### src/rtl/multi_flop_sync_filter_if.sv
// Bundle for the multi-channel synchronizer/glitch filter.
// master drives async_data; slave returns the filtered level and edge pulses.
interface multi_flop_sync_filter_if #(
  parameter int WIDTH = 4
);
  logic [WIDTH-1:0] async_data;
  logic [WIDTH-1:0] sync_data;
  logic [WIDTH-1:0] rise_pulse;
  logic [WIDTH-1:0] fall_pulse;
  logic             any_change;

  modport master (
    output async_data,
    input  sync_data,
    input  rise_pulse,
    input  fall_pulse,
    input  any_change
  );

  modport slave (
    input  async_data,
    output sync_data,
    output rise_pulse,
    output fall_pulse,
    output any_change
  );
endinterface

### src/rtl/multi_flop_sync_filter.sv
// Per-channel flop-chain synchronizer followed by a persistence filter.
// Ports: dst_clk, rst (sync, active-high), bus (slave: async in; level/pulses out).
module multi_flop_sync_filter #(
  parameter int              WIDTH      = 4,
  parameter int              STAGES     = 2,
  parameter int              FILTER_LEN = 4,
  parameter logic [WIDTH-1:0] RST_VAL   = '0
) (
  input  logic                     dst_clk,
  input  logic                     rst,
  multi_flop_sync_filter_if.slave  bus
);

  localparam int CW = $clog2(FILTER_LEN + 1);
  localparam logic [CW-1:0] LIM = CW'(FILTER_LEN - 1);

  logic [STAGES-1:0][WIDTH-1:0] chain;
  logic [WIDTH-1:0]             s;
  logic [WIDTH-1:0][CW-1:0]     cnt;
  logic [WIDTH-1:0][CW-1:0]     cnt_nxt;
  logic [WIDTH-1:0]             accept;
  logic [WIDTH-1:0]             level;
  logic [WIDTH-1:0]             rise;
  logic [WIDTH-1:0]             fall;
  logic                         chg;

  assign s = chain[STAGES-1];

  // Count consecutive cycles the synchronized level disagrees with the
  // accepted level; the count restarts whenever they agree again.
  always_comb begin
    accept  = '0;
    cnt_nxt = '0;
    for (int i = 0; i < WIDTH; i++) begin
      if (s[i] != level[i]) begin
        if (cnt[i] == LIM) begin
          accept[i] = 1'b1;
        end else begin
          cnt_nxt[i] = cnt[i] + CW'(1);
        end
      end
    end
  end

  always_ff @(posedge dst_clk) begin
    if (rst) begin
      chain <= {STAGES{RST_VAL}};
      cnt   <= '0;
      level <= RST_VAL;
      rise  <= '0;
      fall  <= '0;
      chg   <= 1'b0;
    end else begin
      chain <= {chain[STAGES-2:0], bus.async_data};
      cnt   <= cnt_nxt;
      level <= level ^ accept;
      // s holds the new level on an accept, so it selects the edge type
      rise  <= accept & s;
      fall  <= accept & ~s;
      chg   <= |accept;
    end
  end

  assign bus.sync_data  = level;
  assign bus.rise_pulse = rise;
  assign bus.fall_pulse = fall;
  assign bus.any_change = chg;

endmodule

### src/flat_wrapper.sv
// flat-port wrapper written by rule: the top's interface ports become plain ports
module multi_flop_sync_filter_flat 
#(
  parameter int              WIDTH      = 4,
  parameter int              STAGES     = 2,
  parameter int              FILTER_LEN = 4,
  parameter logic [WIDTH-1:0] RST_VAL   = '0
)
  (dst_clk, rst, bus_async_data, bus_sync_data, bus_rise_pulse, bus_fall_pulse, bus_any_change);
  multi_flop_sync_filter_if #(.WIDTH(WIDTH)) bus_i ();
  input  logic dst_clk;
  input  logic rst;
  input wire logic [$bits(bus_i.async_data)-1:0] bus_async_data;
  output wire logic [$bits(bus_i.sync_data)-1:0] bus_sync_data;
  output wire logic [$bits(bus_i.rise_pulse)-1:0] bus_rise_pulse;
  output wire logic [$bits(bus_i.fall_pulse)-1:0] bus_fall_pulse;
  output wire logic [$bits(bus_i.any_change)-1:0] bus_any_change;
  assign bus_i.async_data = bus_async_data;
  assign bus_sync_data = bus_i.sync_data;
  assign bus_rise_pulse = bus_i.rise_pulse;
  assign bus_fall_pulse = bus_i.fall_pulse;
  assign bus_any_change = bus_i.any_change;
  multi_flop_sync_filter #(.WIDTH(WIDTH), .STAGES(STAGES), .FILTER_LEN(FILTER_LEN), .RST_VAL(RST_VAL)) u_core (.dst_clk(dst_clk), .rst(rst), .bus(bus_i));
endmodule
### config.mk
export PLATFORM = sky130hd
export DESIGN_NAME = multi_flop_sync_filter_flat
export DESIGN_NICKNAME = d
export VERILOG_FILES = /design/src/rtl/multi_flop_sync_filter_if.sv /design/src/rtl/multi_flop_sync_filter.sv /design/src/flat_wrapper.sv
export SDC_FILE = /design/constraint.sdc
export NUM_CORES = 1
export LEC_CHECK = 0
export ABC_CLOCK_PERIOD_IN_PS = 2600
export CAP_MARGIN = 20
export CORE_MARGIN = 8
export CORE_UTILIZATION = 55
export DETAILED_ROUTE_END_ITERATION = 6
export GPL_ROUTABILITY_DRIVEN = 0
export PLACE_DENSITY = 0.79
export SLEW_MARGIN = 20
export SYNTH_ARGS = -nofsm -noshare
export SYNTH_HDL_FRONTEND = slang
export SYNTH_SLANG_ARGS = --single-unit
### constraint.sdc
create_clock -name dst_clk -period 2.6 [get_ports dst_clk]
set_clock_uncertainty 0.2 [all_clocks]
set_input_delay 0.26 -clock dst_clk [delete_from_list [all_inputs] [get_ports dst_clk]]
set_output_delay 0.26 -clock dst_clk [all_outputs]
set_load 0.05 [all_outputs]
==> reports/summary.md <==
The run finished with clean final reports. The first global-routing pass estimated 3.55 mm of wire. The type of element launching the critical path is a flop. Post-synthesis cell count: 105. Summing over every cut layer, the via total after detailed routing is 759. The initial utilization of the core area, before any placement, comes to 56.1%.

The classification of the worst setup path is flop to primary output. The routed design has 1.93 mm of wire. Broken down by cell family, the worst path's largest delay share belongs to buffers and inverters. Gates resized during post-CTS repair numbered 0. After clock tree synthesis, the clock-pin slew on the worst setup and hold paths is 0.10 ns. The length in cells of the worst reg-to-reg path came out at 4. Once the clock tree was built, the setup fixing pass inserted 0 buffers. The tools report the synthesized area as 0.00120 mm².

In the layout the commonest cells are 33 x dfxtp_1, 18 x clkdlybuf4s50_1, 12 x inv_1, 12 x nor2_2, 11 x ha_1. The number of inserted diodes is 0. For this run, design rule violations remaining after detail routing come to 0.

The number of core rows is 17. After synthesis the netlist holds a flip-flop and latch count of 33. The run gives 0.32 ns as the clock network latency to the later pin of the worst-skew pair. Overall power consumption after layout is estimated at 866 µW. The final hold violation count is 0, and the number of nets in the layout is 146. Pin placement for this block handled 19 I/O pins. Post-synthesis area per instance: 11.5 µm². The max-cap check violation count was 0. The power per cell area was 581 mW/mm²; the number of DRC markers in iteration 0 was 7. The finished cells cover 0.00149 mm². TritonCTS created 5 clock buffers. The library cell used most frequently in the layout, excluding fill and tap cells, is dfxtp_1. The critical path goes through clkdlybuf4s50_1. The final setup violation count was 0.

For the core outline area, the log shows 0.00215 mm². For the post-route setup TNS, the log shows 0 ns. The die footprint was 0.00394 mm².

Entering global routing, the biggest net connects 20 pins. The tools report the post-detailed-placement half-perimeter wirelength as 1.46 mm. The count of cells along the worst hold path came out at 1. The count of cell types in the netlist was 14.

For this design, the CTS-stage hold fixing added 0 buffers. The biggest area consumer among synthesized cells was dfxtp_1. The logs give 0 for the yosys synthesis warning count and 0 for the leftover overflow at the end of global routing.

Summed over all cells, the static leakage comes to 0.543 nW. Maximum fanout along the worst path: 5. By area the synthesized netlist is led by dfxtp_1 55%, ha_1 11%, nor2_2 6.2%. The number of buffers between clock root and the deepest sink is 2, and the global routing usage summed across all routing layers is 11.5%. In this run the tightest slew margin relative to its limit is 57.5%. Setup repair after global routing left no endpoint under its margin. Subtracting the final worst setup slack from the clock period gives 2.04 ns. Derived from the worst setup path, the maximum achievable clock frequency is 490 MHz. In the finished design, the share of the clock period the worst path needs comes to 78.5%.

The number of vias per cell works out to 4.80. The initial antenna violation count is 0, and the number of levels the H-tree was split into is 2. Data on the critical path is required at its endpoint by 2.14 ns. Number of buffer cells added on primary ports: 18.

Count of cell instances traversed by the critical path: 1. TritonCTS built the clock tree. After detailed routing, the average wire length per cell comes to 12.2 µm. Counting every sink on the clock net gives 33. The critical path buffer and inverter count was 1. The worst setup path is captured at a primary output. The worst hold-check path type was flop to flop. The detail route stage leaves a number of antenna-violating nets equal to 0. Across the VDD grid, the largest voltage drop is 503 µV. For this run, the slowest stage of the critical path takes 0.84 ns. The total count of max-transition violations in the final report came out at 0. For the worst setup path, the data arrival time is 1.58 ns. The tools report the worst hold slack as 0.229 ns. From left edge to right edge, the die measures 62.8 µm.

The synthesis-to-layout area growth was 23.6%. Among all stages on the critical path, the largest delay is contributed by clkdlybuf4s50_1. For the via count of the first global-routing pass, the log shows 857. The cell sitting at the root of the clock tree is a clkbuf_4.

For the net count after synthesis, the log shows 122. The area share of the largest cell type after synthesis came out at 54.8%. The first detailed-routing pass ran for 4 iterations. Cells with a size suffix above 1 make up 20.0% of the layout. Sequential cells were found to cover 54.8% of the synthesized design area. Slew at the pin closest to its max-slew limit: 0.636 ns. In this run the cell area measured after placement is 0.00142 mm².

In this run the vertical extent of the chip is 62.8 µm.
Yosys cell counts:
| cell type | instances |
|---|---|
| nor2b_1 | 8 |
| ha_1 | 11 |
| or3_4 | 4 |
| clkbuf_1 | 1 |
| o22ai_1 | 2 |
| nor2_1 | 4 |
| dfxtp_1 | 33 |
| xnor2_1 | 4 |
| nor4b_1 | 8 |
| buf_2 | 1 |
| mux2i_1 | 4 |
| nor2_2 | 12 |
| o21ba_2 | 1 |
| inv_1 | 12 |
path summary, 6_finish.rpt:
check / slack, ns / endpoint / start
max: 0.56 / bus_sync_data[0] / flop
max reg2reg: 1.07 / u_core.cnt[6] / u_core.cnt[6]
min: 0.23 / u_core.cnt[3] / u_core.cnt[3]
min reg2reg: 0.23 / u_core.cnt[3] / u_core.cnt[3]
per-layer routing:
layer  global-route usage (%)  up-vias  share of wire (%)
met5                        0        -                  0
met3                     7.71        4                5.9
li1                         -      388                  -
met4                     5.41        0                1.8
met1                     10.3      347                 41
met2                     19.5       20                 52
through the flow:
stage	setup WS, ns	utilization (%)	cells
2_1_floorplan	1.08	-	105
3_3_place_gp	0.728	66.0	150
3_5_place_dp	0.687	66.0	150
4_1_cts	0.538	69.3	158
5_1_grt	0.470	69.3	158
6_report	0.560	69.3	158
cell families (layout without fill, tap and decap cells):
kind of cell             after synthesis  count (layout)  synth area share [%]
adder cells (fa/ha/maj)               11              11                  11.4
AO/OA/AOI/OAI                          3               3                  1.87
XOR/XNOR                               4               4                  2.91
multiplexers                           4               4                  3.32
AND/OR/NAND/NOR                       36              36                  21.2
buffers and inverters                 14              39                  4.46
flip-flops                            33              33                  54.8
power by group:
part           internal, mW  switching [mW]
sequential            0.513         0.00467
combinational        0.0164          0.0130
clock                 0.157           0.162
layout make-up:
cell class / instances / area (µm²)
flip-flops and latches: 33 / 661
fillers: 168 / 659
multi-input cells: 58 / 490
repair buffers: 19 / 188
clock buffers: 7 / 65.1
inverters: 12 / 45.0
well taps: 28 / 35.0
clock inverters: 1 / 5.00
(Power assumes the default switching activity.)
